`src/rtl/adpll_pkg.sv`:
```
// Purpose: shared ADPLL lock-detect state encodings and saturating magnitude helper.
// Latency: n/a (types and a pure combinational function).
// Backpressure: n/a.
// Contents: adpll_state_t (ST_IDLE..ST_HOLDOVER), sat_abs().
package adpll_pkg;

  typedef enum logic [1:0] {
    ST_IDLE     = 2'd0,
    ST_ACQUIRE  = 2'd1,
    ST_LOCKED   = 2'd2,
    ST_HOLDOVER = 2'd3
  } adpll_state_t;

  // |val| for a two's-complement value of 'width' bits (width <= 31), already
  // sign-extended to 32 bits. The most-negative code clamps to the largest
  // positive code so the result always fits back into 'width' bits.
  function automatic logic [31:0] sat_abs(input logic signed [31:0] val,
                                          input int unsigned        width);
    logic [31:0] max_mag;
    logic [31:0] mag;
    max_mag = (32'd1 << (width - 1)) - 32'd1;
    mag     = val[31] ? 32'(-val) : 32'(val);
    if (mag > max_mag) mag = max_mag;
    return mag;
  endfunction

endpackage

```
`src/rtl/edge_sync.sv`:
```
// Purpose: 2-flop synchroniser for an asynchronous input plus rising-edge strobe.
// Latency: rise first sampled at edge k gives strobe_o high after edge k+2.
// Backpressure: none; input must stay high/low >= 2 cycles so strobes never merge.
// Ports: fpga_clk_i, reset_i (sync, active-high), async_i (async level), strobe_o (1-cycle pulse).
module edge_sync (
  input  logic fpga_clk_i,
  input  logic reset_i,
  input  logic async_i,
  output logic strobe_o
);

  logic sync1_q;
  logic sync2_q;
  logic prev_q;
  logic strobe_q;

  // Strobe is registered so every downstream consumer sees a clean flop output.
  always_ff @(posedge fpga_clk_i) begin
    if (reset_i) begin
      sync1_q  <= 1'b0;
      sync2_q  <= 1'b0;
      prev_q   <= 1'b0;
      strobe_q <= 1'b0;
    end else begin
      sync1_q  <= async_i;
      sync2_q  <= sync1_q;
      prev_q   <= sync2_q;
      strobe_q <= sync2_q & ~prev_q;
    end
  end

  assign strobe_o = strobe_q;

endmodule

```
`src/rtl/adpll_lock_detect.sv`:
```
// Purpose: debounced ADPLL lock detector with peak-error tracking and slip counter.
// Latency: ref rise sampled at edge k -> state/outputs update at edge k+3.
// Backpressure: none; one error sample consumed per reference rising edge.
// Ports: fpga_clk_i, reset_i, enable_i, ref_clk_i (async), error_i (signed) ->
//        locked_o, state_o, lock_lost_o (pulse), peak_error_o, slip_count_o.
module adpll_lock_detect
  import adpll_pkg::*;
#(
  parameter int unsigned ERR_WIDTH     = 8,
  parameter int unsigned LOCK_THRESH   = 2,
  parameter int unsigned UNLOCK_THRESH = 6,
  parameter int unsigned LOCK_COUNT    = 64,
  parameter int unsigned UNLOCK_COUNT  = 4,
  parameter int unsigned CNT_WIDTH     = 8
) (
  input  logic                 fpga_clk_i,
  input  logic                 reset_i,
  input  logic                 enable_i,
  input  logic                 ref_clk_i,
  input  logic [ERR_WIDTH-1:0] error_i,
  output logic                 locked_o,
  output logic [1:0]           state_o,
  output logic                 lock_lost_o,
  output logic [ERR_WIDTH-1:0] peak_error_o,
  output logic [7:0]           slip_count_o
);

  logic                 strobe;
  logic [ERR_WIDTH-1:0] err_q;
  logic [31:0]          mag_full;
  logic [ERR_WIDTH-1:0] mag;
  logic [ERR_WIDTH-1:0] peak_max;
  logic                 good;
  logic                 bad;

  adpll_state_t         state_q, state_d;
  logic [CNT_WIDTH-1:0] cnt_q, cnt_d;
  logic [CNT_WIDTH-1:0] cnt_inc;
  logic                 lock_hit;
  logic                 unlock_hit;
  logic [ERR_WIDTH-1:0] peak_q, peak_d;
  logic [7:0]           slip_q, slip_d;
  logic                 locked_q, locked_d;
  logic                 lost_q, lost_d;

  edge_sync u_ref_sync (
    .fpga_clk_i (fpga_clk_i),
    .reset_i    (reset_i),
    .async_i    (ref_clk_i),
    .strobe_o   (strobe)
  );

  // The error bus is registered every cycle; the copy present while the
  // strobe is high is the sample for that reference edge.
  assign mag_full = sat_abs(32'($signed(err_q)), ERR_WIDTH);
  assign mag      = mag_full[ERR_WIDTH-1:0];
  assign good     = (mag_full <= LOCK_THRESH);
  assign bad      = (mag_full >  UNLOCK_THRESH);
  assign peak_max = (mag > peak_q) ? mag : peak_q;

  // Targets are below 2^CNT_WIDTH, so the counter stops at its target and
  // cnt_inc never wraps.
  assign cnt_inc    = cnt_q + CNT_WIDTH'(1);
  assign lock_hit   = (cnt_inc == CNT_WIDTH'(LOCK_COUNT));
  assign unlock_hit = (cnt_inc == CNT_WIDTH'(UNLOCK_COUNT));

  always_comb begin
    state_d = state_q;
    cnt_d   = cnt_q;
    peak_d  = peak_q;
    slip_d  = slip_q;
    lost_d  = 1'b0;

    if (!enable_i) begin
      // Disable wins over any strobe; peak and slip history are kept.
      state_d = ST_IDLE;
      cnt_d   = '0;
    end else begin
      unique case (state_q)
        ST_IDLE: begin
          state_d = ST_ACQUIRE;
          cnt_d   = '0;
        end

        ST_ACQUIRE: begin
          if (strobe) begin
            if (good) begin
              if (lock_hit) begin
                state_d = ST_LOCKED;
                cnt_d   = '0;
                peak_d  = mag;
              end else begin
                cnt_d = cnt_inc;
              end
            end else begin
              cnt_d = '0;
            end
          end
        end

        ST_LOCKED: begin
          if (strobe) begin
            peak_d = peak_max;
            if (bad) begin
              if (unlock_hit) begin
                // Single-sample unlock: skip HOLDOVER entirely.
                state_d = ST_ACQUIRE;
                cnt_d   = '0;
                lost_d  = 1'b1;
                slip_d  = (slip_q == 8'hFF) ? slip_q : slip_q + 8'd1;
              end else begin
                state_d = ST_HOLDOVER;
                cnt_d   = CNT_WIDTH'(1);
              end
            end
          end
        end

        ST_HOLDOVER: begin
          if (strobe) begin
            peak_d = peak_max;
            if (bad) begin
              if (unlock_hit) begin
                state_d = ST_ACQUIRE;
                cnt_d   = '0;
                lost_d  = 1'b1;
                slip_d  = (slip_q == 8'hFF) ? slip_q : slip_q + 8'd1;
              end else begin
                cnt_d = cnt_inc;
              end
            end else begin
              state_d = ST_LOCKED;
              cnt_d   = '0;
            end
          end
        end

        default: begin
          state_d = ST_IDLE;
          cnt_d   = '0;
        end
      endcase
    end

    locked_d = (state_d == ST_LOCKED) || (state_d == ST_HOLDOVER);
  end

  always_ff @(posedge fpga_clk_i) begin
    if (reset_i) begin
      err_q    <= '0;
      state_q  <= ST_IDLE;
      cnt_q    <= '0;
      peak_q   <= '0;
      slip_q   <= '0;
      locked_q <= 1'b0;
      lost_q   <= 1'b0;
    end else begin
      err_q    <= error_i;
      state_q  <= state_d;
      cnt_q    <= cnt_d;
      peak_q   <= peak_d;
      slip_q   <= slip_d;
      locked_q <= locked_d;
      lost_q   <= lost_d;
    end
  end

  assign locked_o     = locked_q;
  assign state_o      = state_q;
  assign lock_lost_o  = lost_q;
  assign peak_error_o = peak_q;
  assign slip_count_o = slip_q;

endmodule

```
`config.mk`:
```
export PLATFORM = sky130hd
export DESIGN_NAME = adpll_lock_detect
export DESIGN_NICKNAME = d
export VERILOG_FILES = /design/src/rtl/adpll_pkg.sv /design/src/rtl/edge_sync.sv /design/src/rtl/adpll_lock_detect.sv
export SDC_FILE = /design/constraint.sdc
export NUM_CORES = 1
export LEC_CHECK = 0
export CAP_MARGIN = 5
export CORE_AREA = 5 5 107 109
export DETAILED_ROUTE_END_ITERATION = 12
export DIE_AREA = 0 0 112 114
export GPL_ROUTABILITY_DRIVEN = 1
export PLACE_DENSITY = 0.38
export SYNTH_ARGS = -nofsm -noshare
export SYNTH_HDL_FRONTEND = slang
export SYNTH_SLANG_ARGS = --single-unit
```
`constraint.sdc`:
```
create_clock -name fpga_clk_i -period 4 [get_ports fpga_clk_i]
set_input_delay 0.8 -clock fpga_clk_i [delete_from_list [all_inputs] [get_ports fpga_clk_i]]
set_output_delay 0.8 -clock fpga_clk_i [all_outputs]
set_load 0.03 [all_outputs]
```
; ---- Word level (Yosys, flattened, before mapping)
; Index checks and enable logic that the tools add are counted.
[word_totals]
reg_bits = 40
latchBits = 0
mem_bits_rw = 0
rom_bits = 0
inputBits = 12
out_inout_bits = 20
wordCells = 80
n_memories = 0
[op_classes]
add_sub_neg = 3
mul = 0
div = 0
magnitude_cmp = 4
n_eq_ne = 16
shift = 0
mux = 30
bitwise = 7
reduce_logical = 9
[op_table]
columns = op, n
row1 = $mux W8, 13
row2 = $mux W32, 2
row3 = $gt A32 B3 Y1 const B, 1
row4 = $gt A32 B7 Y1 const B, 1
row5 = $le A32 B2 Y1 const B, 1
row6 = $neg A8 Y32, 1
row7 = $pmux W8 S4, 1
row8 = $mux W2, 10
row9 = $add A8 B1 Y8 const B, 2
row10 = $pmux W8 S2, 1
row11 = $ne A2 B1 Y1 const B, 5
row12 = $eq A2 B2 Y1 const B, 4
row13 = $eq A8 B3 Y1 const B, 1
row14 = $eq A8 B7 Y1 const B, 1
row15 = $eq A8 B8 Y1 const B, 1
row16 = $gt A8 B8 Y1, 1
row17 = $pmux W2 S4, 1
row18 = $reduce_and A7 Y1, 1
row19 = $ne A2 B2 Y1 const B, 3
row20 = $not A1 Y1, 6
row21 = $reduce_and A6 Y1, 1
row22 = $reduce_or A5 Y1, 1
row23 = $reduce_and A4 Y1, 1
row24 = $reduce_or A2 Y1, 2
row25 = 6 further kinds, 7

; ---- Logic depth before layout (Yosys ltp)
[depth]
word_depth = 11
depth_mapped = 15

; ---- By module
; A second synthesis with hierarchy kept.
[hier_totals]
cells_unflattened = 264
area_unflattened_um2 = 2254.7
[by_module_without_submodules]
columns = mod, instances, cells_each, area_each_um2, seq_area_each_um2
row1 = adpll_lock_detect, 1, 256, 2143.3, 720.7
row2 = edge_sync, 1, 8, 111.4, 80.1

; ---- Least setup slack after synthesis
; OpenSTA, ideal clock, no wires.
[synth_timing]
path_kind = register to register
startpoint = register err_q[0]
endpoint = register peak_q[0], in the netlist peak_error_o[0]
setup_time_ns = 0.122
arrival_ns = 2.968
t_required_ns = 3.878
path_slack_ns = 0.911
path_stages_with_launch = 14
n_path_buf = 1
period_less_slack_ns = 3.089
path_cell_list = dfxtp_1 inv_1 ha_1 or3b_4 o31ai_1 o21ai_0 ha_1 a211oi_1 nor2b_1 o311ai_0 a211oi_1 a211oi_1 buf_2 o311a_1
[synth_between]
elab_cells_between_ends = 15
classes_between = add/sub (1) / order compare (3) / eq/ne (2) / mux (8) / reduce/logical (1)
[synth_lines]
columns = item, line_no
row1 = start: declaration, adpll_lock_detect.sv:29  ; logic [ERR_WIDTH-1:0] err_q;
row2 = start signal: assignment, adpll_lock_detect.sv:158  ; err_q <= error_i;
row3 = $neg A8 Y32, adpll_pkg.sv:22  ; mag = val[31] ? 32'(-val) : 32'(val);
row4 = $mux W32 (*), adpll_pkg.sv:22
row5 = $gt A32 B7 Y1, adpll_pkg.sv:23  ; if (mag > max_mag) mag = max_mag;
row6 = $mux W32 (*), adpll_pkg.sv:23
row7 = net mag_full[6], adpll_lock_detect.sv:30  ; logic [31:0] mag_full;
row8 = $le A32 B2 Y1 / $gt A8 B8 Y1 (equally long branches), "adpll_lock_detect.sv:57, adpll_lock_detect.sv:59"
row9 = $ne A2 B2 Y1 (no line) / $ne A2 B1 Y1 (equally long branches), -
row10 = $reduce_and A7 Y1 (no line) (*), -
row11 = end signal: assignment, adpll_lock_detect.sv:161  ; peak_q <= peak_d;
row12 = end: declaration, adpll_lock_detect.sv:41  ; logic [ERR_WIDTH-1:0] peak_q, peak_d;
; Mark *: on every way through the listed nets, which the timed path passes. The rest lies on a longest branch. The select of a mux whose other input is x is not followed.
; A chain may end at the register's enable or synchronous reset.

; ---- Worst setup path after layout
[layout_timing]
startpoint = register err_q[0]
endpoint = register peak_q[4], in the netlist peak_error_o[4]
; The elaborated chain is that of the path after synthesis.

==> results.md <==
* Placer Congestion at 0.7743
* Synth top area cells: dfxtp_1, ha_1, nor2b_1
* Finished Layout Cells at 466
* H-tree lvl count at 2
* Fill count at 1105
* Initial Util at 23.93%
* Grt ovf at 0
* Via count at 2255
* CTS clk-pin slew, worst paths at 90 ps
* Sum Neg Setup Slack at 0 ps
* CP Launch Point: err_q[0]
* Slowest stage delay, CP at 430 ps
* Netlist cell types at 69
* Commonest cells post-synth: dfxtp_1, nor2_1, nand2_1, inv_1, nand3_1
* Leak Pwr at 1.047 nW
* Drt pass-1 iters at 4
* Port Buffer Count at 31
* Final setup violation count at 0
* Logic pwr share at 11.8%
* Clk Latency, worst-skew pair at 300 ps
* Core Util, Final at 29.23%
* CP dominant cell by count: a211oi_1
* Layout cells sized above 1 at 9.509%
* Final #Nets at 346
* Fraction of registers with async set/reset at 0%
* Critical path, cell by cell: inv_1, ha_1, or3b_4, o21ai_0, nand2_1, o21ai_0, ha_1, a211oi_1, nor2b_1, o311ai_0, a211oi_1, a211oi_1, buf_4, or3_1, o211a_1
* Primary FF master, synth: dfxtp_1
* Total wire length at 6547 um
* Critical path buffer and inverter count at 2
* Starting DRC count in detailed routing at 109
* Antenna Cells at 0
* Synth warnings at 0
* Relative slew margins at 54.59%
* CP max-delay cell: or3b_4
* Post-route ant nets at 0
* WP data required at 4200 ps
* Area of the core at 0.01051 mm2
* Post_cts resized at 0
* Crit path kind: reg2reg
* CTS buffer count at 5
* Power per cell area at 293.3 mW/mm2
* CP top delay family: compound AO/OA/AOI/OAI gates
* Maximum clock rate at 276.7 MHz
* Number of synthesized register bits at 40
* Clk root buf: clkbuf_8
* Mapped Avg Cell Area at 8.411 um2
* Die area at 0.01277 mm2
* Maxcap violations at 0
* WHS at 394.1 ps
* Area growth, synth to finish at 22.14%
* Sequential fraction of the synthesis area at 31.84%
* Tmin final at 3615 ps
* Internal power at 673.6 uW
* Std-Cell Rows at 38
* Mapped cell area at 0.002515 mm2
* Outcome: finished clean
* Cells after Synth at 299
* First-pass GRT wire length at 11130 um
* Worst r2r src: err_q[0]
* Setup Fix Bufs, Post-CTS at 0
* Most frequent cell after synthesis: dfxtp_1
* Multi-input logic area at 0.001562 mm2
* Max rail drop VDD at 132.6 uV
* Final Hold Fails at 0
* Switch share at 25.24%
* Fin crit share at 90.36%
* Vias in the first global route at 2223
* Slew Viols, Final at 0
* I/O pins at 32
* Die Ht at 114 um
* Average vias per placed instance at 4.839
* CP Launch Type: register
* Clk pwr share at 41.8%
* Arrival time at the worst endpoint at 3810 ps
* Sequential power share at 46.4%
* Initial antenna violation count at 0
* EDFF count, synth at 0
* NetSw at 227.4 uW
* RSZ-0062 raised after global routing: no
* Syn Nets at 320
* # clock sinks at 40
* DRC at 0
* Chip width at 112 um
* Placed insts at 458
* Worst Max-Slew Pin Slew at 676.1 ps
* CP Max Fanout at 11
* Overall Global Routing Usage at 10.55%
* Largest net degree at the start of global routing at 26
* Sequential cell area at 800.8 um2
* DP HPWL at 4850 um
* Synth top area share at 31.84%
* Crit end category: register
* CTS tree: built
* Dominant cell type by area after synthesis: dfxtp_1
* Hold Crit Class: reg2reg
* Routed len/inst at 14.05 um
* Max Clock Skew at 6.071 ps
* Hold_buf cts at 0
* Clk buf depth at 2
* Hold wc startpoint: u_ref_sync.prev_q
[worst paths after layout]
path	slack, ps	end	cells after the start
min reg2reg	390	u_ref_sync.strobe_o	1
max	390	peak_error_o[4]	15
min	390	u_ref_sync.strobe_o	1
max reg2reg	390	peak_error_o[4]	15
[placed cells by master, fill, tap and decap left out, types with 3 or more instances in the layout]
cell type        synthesis  final
a211oi_1                 6      6
a21oi_1                  8      8
a31oi_1                  6      6
and3_1                   6      6
buf_4                    0      3
clkbuf_8                 0      7
clkdlybuf4s50_1          0     31
dfxtp_1                 40     40
ha_1                     9      9
inv_1                   19     19
mux2i_1                  4      4
nand2_1                 20     20
nand3_1                 19     19
nand4_1                  5      5
nor2_1                  22     22
nor2b_1                 18     18
nor3_1                   6      6
o211ai_1                 4      4
o21ai_0                 17     17
o21ai_1                  3      3
or3_1                    4      4
xnor2_1                  6      6
xor2_1                   4      4
[sequential cells by signal, summed over array words and instances, names as in the netlist, 2 cells and up]
signal / flops
slip_count_o: 8
err_q: 8
cnt_q: 8
peak_error_o: 8
state_o: 2
[layer usage]
| layer | global-route usage (%) | routed length [um] | vias up |
|---|---|---|---|
| met2 | 16.91 | 2929 | 36 |
| met1 | 14.38 | 3317 | 1053 |
| met5 | 0 | 0 | - |
| met3 | 2.334 | 204 | 7 |
| li1 | - | - | 1159 |
| met4 | 2.885 | 95 | 0 |
[final cells by class]
class | count | area share (%)
multi-input cells | 224 | 50.84
flip-flops and latches | 40 | 26.07
repair buffers | 34 | 10.84
well taps | 140 | 5.703
clock buffers | 7 | 3.136
inverters | 20 | 2.444
clock inverters | 1 | 0.9776
[kinds of logic (layout without fill, tap and decap cells)]
logic type	Yosys count	after routing	share of synthesized area, %
mux	5	5	2.040
xor+xnor	10	10	3.482
compound gates	75	75	22.94
fa+ha+maj	9	9	4.478
flops	40	40	31.84
simple gates	124	124	29.00
buf+inv	35	62	6.069
other cells	1	1	0.1491
[per-stage QoR]
step / area (um2) / total power [mW] / setup WS (ps)
global route: 3072 / 0.9393 / 31.91
detailed placement: 2945 / 0.5345 / 452.8
global placement: 2945 / 0.5358 / 548.1
floorplan: 2515 / 0.4990 / 910.7
CTS: 3072 / 0.9132 / 405.1
finish: 3072 / 0.9009 / 385.4
[power groups by stage]
stage / clock network (mW) / registers (mW) / logic [mW]
floorplan: 0 / 0.420 / 0.0786
global placement: 0 / 0.428 / 0.108
detailed placement: 0 / 0.428 / 0.107
CTS: 0.387 / 0.418 / 0.108
global route: 0.400 / 0.420 / 0.118
finish: 0.376 / 0.418 / 0.107
No activity file was read; power rests on OpenSTA's default activity.
